[config.mk]
export PLATFORM = sky130hd
export DESIGN_NAME = button_events
export DESIGN_NICKNAME = d
export VERILOG_FILES = /design/src/rtl/stopwatch_pkg.sv /design/src/rtl/button_events.sv
export SDC_FILE = /design/constraint.sdc
export NUM_CORES = 1
export LEC_CHECK = 0
export ABC_AREA = 1
export ABC_CLOCK_PERIOD_IN_PS = 3200
export BUFFER_PORTS_ARGS = -buffer_cell sky130_fd_sc_hd__buf_2
export CORE_MARGIN = 10
export CORE_UTILIZATION = 50
export CTS_CLUSTER_DIAMETER = 120
export DETAILED_ROUTE_END_ITERATION = 8
export PLACE_DENSITY = 0.66
export SLEW_MARGIN = 5
export SYNTH_ARGS = -nofsm -noshare
export SYNTH_HDL_FRONTEND = slang
export SYNTH_SLANG_ARGS = --single-unit
[constraint.sdc]
create_clock -name clk -period 3.2 [get_ports clk]
set_input_delay 0.48 -clock clk [delete_from_list [all_inputs] [get_ports clk]]
set_output_delay 0.48 -clock clk [all_outputs]
set_load 0.02 [all_outputs]
[src/rtl/stopwatch_pkg.sv]
// Shared types and helpers for the stopwatch button path (debouncer and
// button_events both use ms_to_cycles).
package stopwatch_pkg;

  typedef enum logic [1:0] {
    IDLE    = 2'd0,
    PRESSED = 2'd1,
    LONG    = 2'd2
  } btn_state_e;

  localparam int unsigned CLK_FREQ_KHZ_DEFAULT = 100_000;

  // kHz * ms = cycles. Returned wide so callers can range-check before
  // narrowing to a 32-bit counter.
  function automatic longint unsigned ms_to_cycles(input longint unsigned khz,
                                                   input longint unsigned ms);
    return khz * ms;
  endfunction

endpackage

[src/rtl/button_events.sv]
// Turns one debounced button level into single-cycle event pulses:
// press, release, short click, long press and auto-repeat.
// The release and repeat pulses are named btn_release / btn_repeat because
// plain "release" and "repeat" are reserved words in SystemVerilog.
module button_events
  import stopwatch_pkg::*;
#(
  parameter int unsigned CLK_FREQ_KHZ = CLK_FREQ_KHZ_DEFAULT,
  parameter int unsigned LONG_MS      = 1000,
  parameter int unsigned REPEAT_MS    = 200
) (
  input  logic clk,
  input  logic rst,
  input  logic btn,
  output logic press,
  output logic btn_release,
  output logic short_click,
  output logic long_press,
  output logic btn_repeat,
  output logic held
);

  localparam longint unsigned LONG_CYC_L   = ms_to_cycles(CLK_FREQ_KHZ, LONG_MS);
  localparam longint unsigned REPEAT_CYC_L = ms_to_cycles(CLK_FREQ_KHZ, REPEAT_MS);
  localparam logic [31:0]     LONG_CYC     = LONG_CYC_L[31:0];
  localparam logic [31:0]     REPEAT_CYC   = REPEAT_CYC_L[31:0];

  // Thresholds must fit the 32-bit counter, and a zero long-press time
  // would make the PRESSED threshold unreachable.
  if (LONG_MS < 1 || LONG_CYC_L >= 64'h1_0000_0000 ||
      REPEAT_CYC_L >= 64'h1_0000_0000) begin : g_bad_param
    $error("button_events: LONG_MS must be >= 1 and cycle counts must fit 32 bits");
  end

  btn_state_e  state_q, state_d;
  logic [31:0] count_q, count_d;
  logic        btn_q;
  logic        press_d, release_d, short_d, long_d, repeat_d, held_d;
  logic        rise, fall;

  assign rise = btn & ~btn_q;
  assign fall = ~btn & btn_q;

  // Next-state / next-output logic; a fall always beats a threshold on the
  // same edge so a release never coincides with long_press or repeat.
  always_comb begin
    state_d   = state_q;
    count_d   = count_q;
    press_d   = 1'b0;
    release_d = 1'b0;
    short_d   = 1'b0;
    long_d    = 1'b0;
    repeat_d  = 1'b0;
    unique case (state_q)
      IDLE: begin
        // A fall here can only follow reset-while-held; ignore it.
        if (rise) begin
          press_d = 1'b1;
          count_d = '0;
          state_d = PRESSED;
        end
      end
      PRESSED: begin
        if (fall) begin
          release_d = 1'b1;
          short_d   = 1'b1;
          count_d   = '0;
          state_d   = IDLE;
        end else if (count_q == LONG_CYC - 32'd1) begin
          long_d  = 1'b1;
          count_d = '0;
          state_d = LONG;
        end else begin
          count_d = count_q + 32'd1;
        end
      end
      LONG: begin
        if (fall) begin
          release_d = 1'b1;
          count_d   = '0;
          state_d   = IDLE;
        end else if (REPEAT_CYC != 32'd0) begin
          if (count_q == REPEAT_CYC - 32'd1) begin
            repeat_d = 1'b1;
            count_d  = '0;
          end else begin
            count_d = count_q + 32'd1;
          end
        end
      end
      default: begin
        state_d = IDLE;
        count_d = '0;
      end
    endcase
    held_d = (state_d != IDLE);
  end

  // State, counter and registered outputs. btn_q tracks btn even in reset so
  // a button held through reset produces no press.
  always_ff @(posedge clk) begin
    btn_q <= btn;
    if (rst) begin
      state_q     <= IDLE;
      count_q     <= '0;
      press       <= 1'b0;
      btn_release <= 1'b0;
      short_click <= 1'b0;
      long_press  <= 1'b0;
      btn_repeat  <= 1'b0;
      held        <= 1'b0;
    end else begin
      state_q     <= state_d;
      count_q     <= count_d;
      press       <= press_d;
      btn_release <= release_d;
      short_click <= short_d;
      long_press  <= long_d;
      btn_repeat  <= repeat_d;
      held        <= held_d;
    end
  end

endmodule

==> results of run 1 <==
flip-flops by register name, summed over array words and instances, names as in the netlist:
signal	cells
short_click	1
btn_repeat	1
held	1
state_q	2
btn_q	1
count_q	32
press	1
long_press	1
btn_release	1
layout make-up:
class | instances | area [µm²] | share of cell area (%)
repair buffers | 9 | 47.5 | 1.58
multi-input cells | 379 | 1770 | 58.9
inverters | 42 | 158 | 5.24
clock buffers | 6 | 82.6 | 2.75
well taps | 72 | 90.1 | 3.00
flip-flops and latches | 41 | 821 | 27.3
clock inverters | 2 | 37.5 | 1.25
per-layer routing:
layer  vias up  routed length (µm)  GRT usage [%]
li1       1467                   -              -
met1      1216                3450           21.7
met2        64                3120           24.8
met3        14                 264           3.25
met4         0                 119           5.74
met5         -                   0              0
through the flow:
step                      power [mW]  setup slack, ns  std cells
after floorplan                0.587             1.65        474
after global placement         0.602             1.35        543
after detailed placement       0.603             1.28        543
after CTS                       1.05             1.27        551
after global routing            1.07             1.15        551
final                           1.03             1.28        551
placed cells by master, fill, tap and decap left out, types with 2 or more instances in the layout:
cell        n
nor2_1     91
nor2_4      8
dfxtp_1    41
clkbuf_8    6
a21oi_1    37
nand2_1   174
nor3_1      7
nor4_1      2
buf_2       8
nor3b_1     2
nand2_2     4
nor2_2      5
o21ai_0     4
xor2_1      9
and2_1      2
inv_1      41
a21oi_2     2
nand2_4     2
xnor2_1     2
nand3_1    16
ha_1        5
power breakdown:
group	leakage (nW)	switching, mW	internal, mW
combinational	0.643	0.0583	0.0164
sequential	0.331	0.00236	0.514
clock	0.0574	0.188	0.254
total	1.03	0.249	0.784
Yosys cell counts, types with 2 or more instances:
library cell and instances:
inv_1 41, o21ai_0 4, buf_2 2, nor3b_1 2, nand3_1 16, nand2_2 4, xnor2_1 2, nand2_4 2
nor2_4 8, dfxtp_1 41, buf_6 2, nand2_1 174, nor2_2 5, nor4_1 2, ha_1 5, nor2_1 91
xor2_1 9, clkbuf_1 7, nor3_1 7, a21oi_1 37, a21oi_2 2, and2_1 2
final timing paths:
kind	startpoint	end
min	btn	btn_q$_DFF_P_
max	state_q[0]$_SDFF_PP0_	count_q[4]$_SDFFE_PP0P_
min reg2reg	btn_q$_DFF_P_	press$_SDFF_PP0_
max reg2reg	state_q[0]$_SDFF_PP0_	count_q[4]$_SDFFE_PP0P_
logic make-up (layout without fill, tap and decap cells):
| family | Yosys count | after routing | synth area share [%] |
|---|---|---|---|
| simple gates | 318 | 318 | 48.8 |
| fa+ha+maj | 5 | 5 | 2.22 |
| buf+inv | 54 | 59 | 7.87 |
| compound gates | 45 | 45 | 8.45 |
| xor+xnor | 11 | 11 | 3.43 |
| flops | 41 | 41 | 29.2 |
worst max-delay path, delay by kind of cell, from the launching register on:
kind	cells	cell delay, ns
and+or+nand+nor	4	0.60
buffers and inverters	3	0.48
DFF	1	0.35
adders and majority gates	1	0.17
AOI/OAI and AO/OA	2	0.17
==> flow_metrics.py, run 1 <==
metrics = {
    "finish": {
        "num-fill-cells": 596,
        "fin_area_um2": 3010,
        "fin_util_pct": 54.9,
        "num_antenna_cells": 0,
        "area_growth_pct": 6.89,
        "drive_gt1_share_pct": 8.77,
        "final_nets": 486,
    },
    "sta": {
        "max_freq_ghz": 0.522,
        "fin_crit_ns": 1.92,
        "slew_viol_final": 0,
        "worst_slew_pin_slew_ns": 0.723,
        "min_period_over_period_pct": 59.9,
        "setup_viol": 0,
        "relSlewSlack_pct": 51.8,
        "holdWs_ns": 0.306,
        "fin_worst_skew_ns": 0.00658,
        "tns_ns": 0,
        "rsz0062_at_grt": "no",
        "timing_hold_violations_final": 0,
    },
    "yosys": {
        "synth_cell_types": 31,
        "ys_warn_count": 0,
        "ys_seq_area_share_pct": 29.2,
        "ys_async_sr_fraction_pct": 0,
        "netlist_area_um2": 2810,
        "synth_top_area_share_pct": 29.2,
        "synth.area.top_cells": "dfxtp_1 29%, nand2_1 23%, nor2_1 12%, a21oi_1 6.6%, inv_1 5.5%",
        "synth_edf_count": 0,
        "postSynthAreaPerCell_um2": 5.93,
        "ys_ff_latch": 41,
        "synth_nets": 482,
        "synthCells": 474,
        "synth_flop_cell": "dfxtp_1",
        "synth.largest_area_cell": "dfxtp_1",
    },
    "drt": {
        "routed_wl_um": 6950,
        "first_iter_violations": 215,
        "drt_first_pass_iters": 5,
        "route.detailed.drc": 0,
        "vias": 2761,
        "via_per_inst": 5.01,
        "wire_per_inst_um": 12.6,
        "ant_nets": 0,
    },
    "hold_path": {
        "hp-class": "in -> reg",
        "min_path_cells": 1,
    },
    "critical_path": {
        "cp-end-kind": "flip-flop",
        "slowest_delay_ns": 0.37,
        "cpMostUsedCell": "inv_1",
        "rrSetupSlack_ns": 1.28,
        "cp_max_fo": 19,
        "cp.required_ns": 3.35,
        "critical-path-slowest-cell": "nor2_4",
        "critPathLaunchType": "flip-flop",
        "worstSetupPathType": "reg -> reg",
        "path_cells": "inv_1 -> ha_1 -> inv_1 -> nor2_4 -> nor2_8 -> inv_2 -> nor2_1 -> o21a_1 -> nand2_1 -> a21oi_1",
        "worstRegToRegCells": 10,
        "cp.arrival_ns": 2.07,
    },
    "placement": {
        "numPortBuffers": 8,
        "placed_cell_area_um2": 2890,
        "place_congestion": 0.912,
        "dp_hpwl_um": 5240,
    },
    "die": {
        "die_height_um": 95,
        "die_area_um2": 9030,
        "rows": 27,
        "die_width_um": 95,
        "ios": 9,
        "coreArea_um2": 5470,
        "initial_core_util_pct": 51.4,
    },
    "grt": {
        "grt_max_degree": 39,
        "gr-usage-all-layers_pct": 16.1,
        "grt_pass1_vias": 2422,
        "grt_pass1_wl_um": 11700,
        "overflow": 0,
        "antenna_found_initial": 0,
    },
    "clock_network": {
        "cts_resized": 0,
        "numCtsBuffers": 5,
        "cts_setup_buffers": 0,
        "cts_max_level": 2,
        "clkTransAtPathRegs_ns": 0.08,
        "insertion_delay_ns": 0.30,
        "cts-root-buf": "clkbuf_8",
        "cts_buffer_depth": 2,
        "clock_sinks": 41,
        "cts_tree": "built",
        "cts_hold_buf": 0,
    },
    "power": {
        "ir_worst_vdd_uv": 234,
        "power-per-cell-area_nw_per_um2": 343,
        "leakage_nw": 1.03,
    },
    "job": {
        "max_cap_violations": 0,
    },
    "outcome": {
        "status": "completed",
    },
}
Power figures use the tool's default switching activity.
==> run 2, diff against run 1 <==
--- a/config.mk
+++ b/config.mk
@@ -6,13 +6,13 @@
 export NUM_CORES = 1
 export LEC_CHECK = 0
 export ABC_AREA = 1
-export ABC_CLOCK_PERIOD_IN_PS = 3200
+export ABC_CLOCK_PERIOD_IN_PS = 1700
 export BUFFER_PORTS_ARGS = -buffer_cell sky130_fd_sc_hd__buf_2
 export CORE_MARGIN = 10
 export CORE_UTILIZATION = 50
 export CTS_CLUSTER_DIAMETER = 120
 export DETAILED_ROUTE_END_ITERATION = 8
-export PLACE_DENSITY = 0.66
+export PLACE_DENSITY = 0.69
 export SLEW_MARGIN = 5
 export SYNTH_ARGS = -nofsm -noshare
 export SYNTH_HDL_FRONTEND = slang
==> constraint.sdc (replaced) <==
create_clock -name clk -period 1.7 [get_ports clk]
set_input_delay 0.255 -clock clk [delete_from_list [all_inputs] [get_ports clk]]
set_output_delay 0.255 -clock clk [all_outputs]
set_load 0.02 [all_outputs]
==> flow_metrics.py, run 2 (same netlist as run 1, synthesis figures left out) <==
metrics = {
    "clock_network": {
        "clkTransAtPathRegs_ns": 0.09,
        "clock_sinks": 41,
        "cts_tree": "built",
        "cts-root-buf": "clkbuf_8",
        "cts_max_level": 2,
        "insertion_delay_ns": 0.31,
        "cts_buffer_depth": 2,
        "numCtsBuffers": 5,
    },
    "placement": {
        "place_congestion": 0.957,
        "numPortBuffers": 8,
        "dp_hpwl_um": 5390,
        "placed_cell_area_um2": 2980,
    },
    "sta": {
        "timing_hold_violations_final": 0,
        "fin_worst_skew_ns": 0.0134,
        "slew_viol_final": 0,
        "relSlewSlack_pct": 59.4,
        "max_freq_ghz": 0.595,
        "setup_viol": 0,
        "fin_crit_ns": 1.68,
        "min_period_over_period_pct": 98.9,
        "worst_slew_pin_slew_ns": 0.609,
        "rsz0062_at_grt": "yes",
    },
    "finish": {
        "largest_register_ffs": 32,
        "top_register": "count_q",
        "top_regs": "count_q x32, state_q x2",
        "fin_area_um2": 3300,
        "drive_gt1_share_pct": 20.8,
        "layout_commonest_cell": "nand2_1",
        "final_nets": 506,
        "final_cell_mix": "159 x nand2_1, 82 x nor2_1, 41 x inv_1, 36 x a21oi_1, 26 x dfxtp_1",
        "num_antenna_cells": 0,
        "area_growth_pct": 17.3,
    },
    "outcome": {
        "status": "completed",
    },
    "grt": {
        "grt_pass1_wl_um": 12400,
        "grt_max_degree": 29,
        "overflow": 0,
        "grt_pass1_vias": 2612,
        "gr-usage-all-layers_pct": 17.0,
        "antenna_found_initial": 0,
    },
    "die": {
        "die_height_um": 95,
        "die_width_um": 95,
        "rows": 27,
        "initial_core_util_pct": 51.4,
        "ios": 9,
        "die_area_um2": 9030,
        "coreArea_um2": 5470,
    },
    "critical_path": {
        "cp-end-kind": "flip-flop",
        "cpMostUsedCell": "nand2_1",
        "cp.arrival_ns": 1.91,
        "cp.required_ns": 1.93,
        "critPathLaunchType": "flip-flop",
        "critPathLaunch": "count_q[25]$_SDFFE_PP0P_",
        "critical-path-slowest-cell": "dfxtp_1",
        "cp_max_fo": 6,
        "slowest_delay_ns": 0.47,
        "critPathTopFamily": "simple AND/OR/NAND/NOR gates",
        "path_cells": "inv_1 -> nand2_1 -> nor2_1 -> nand2_1 -> nor2_4 -> nand2_2 -> nand3_4 -> nand2_4 -> nand2_1 -> a21oi_1",
        "worstSetupPathType": "reg -> reg",
        "r2r-start": "count_q[25]$_SDFFE_PP0P_",
        "crit_buf_inv": 1,
    },
    "drt": {
        "ant_nets": 0,
        "wire_per_inst_um": 13.8,
        "route.detailed.drc": 0,
        "vias": 2981,
        "routed_wl_um": 7900,
        "via_per_inst": 5.22,
        "first_iter_violations": 199,
        "drt_first_pass_iters": 4,
    },
    "power": {
        "power-per-cell-area_nw_per_um2": 552,
        "leakage_nw": 1.17,
        "power_mw": 1.82,
        "p_comb_share_pct": 10.2,
        "power_report.internal_total_mw": 1.30,
        "seqPwrFrac_pct": 53.3,
        "p_clk_share_pct": 36.5,
        "p_sw_share_pct": 28.6,
        "ir_worst_vdd_uv": 405,
        "switchingPower_mw": 0.520,
    },
    "hold_path": {
        "hp-class": "in -> reg",
        "min-delay-start": "btn",
    },
    "job": {
        "max_cap_violations": 0,
    },
}
run 2: cell count changes in the layout (fill, tap and decap cells not counted), moves of 3 or more:
cell	change
nand2_2	+13
nor2_2	+6
nand2_1	-15
nor2_1	-9
nand2_8	+3
dfxtp_2	+15
nor2_4	+3
buf_4	+16
dfxtp_1	-15
run 2: final timing paths:
kind,endpoint,slack (ns),cells after the start
hold reg to reg,press$_SDFF_PP0_,0.49,1
hold / removal,btn_q$_DFF_P_,0.08,1
setup / recovery,count_q[12]$_SDFFE_PP0P_,0.02,10
setup reg to reg,count_q[12]$_SDFFE_PP0P_,0.02,10
run 2: final cells by class:
cell class | instances | area (µm²)
Fill cell | 553 | 2170
Multi-Input combinational cell | 382 | 1940
Sequential cell | 41 | 840
Timing Repair Buffer | 26 | 179
Inverter | 42 | 160
Tap cell | 72 | 90.1
Clock buffer | 5 | 68.8
Clock inverter | 3 | 17.5
run 2: per-layer routing:
layer	vias to the layer above	track usage (%)	part of all wire (%)
met4	0	6.23	2.1
li1	1516	-	-
met1	1355	22.2	47
met5	-	0	0
met2	94	26.8	46
met3	16	3.49	5.6
run 2: timing repair:
action / 4_1_cts / 5_1_grt
resized for setup: 0 / 55
hold buffers: 0 / 0
buffers inserted: 0 / 5
endpoints found under the setup margin: 0 / 34
run 2: power by group through the flow:
stage / logic [mW] / clock network, mW / registers, mW
2_1_floorplan: 0.106 / 0 / 0.998
3_3_place_gp: 0.157 / 0 / 0.992
3_5_place_dp: 0.157 / 0 / 0.992
4_1_cts: 0.158 / 0.683 / 0.970
5_1_grt: 0.200 / 0.725 / 0.971
6_report: 0.186 / 0.665 / 0.970
run 2: stage by stage:
step / hold slack, ns / instances / TNS [ns] / utilization, % / setup slack [ns]
after global placement: 0.387 / 555 / 0 / 54.4 / 0.0800
after CTS: 0.0679 / 563 / 0 / 56.0 / 0.00294
after detailed placement: 0.388 / 555 / 0 / 54.4 / 0.0230
final: 0.0769 / 571 / 0 / 60.3 / 0.0184
after floorplan: 0.283 / 474 / 0 / - / 0.152
after global routing: 0.0705 / 571 / -0.805 / 60.3 / -0.0533
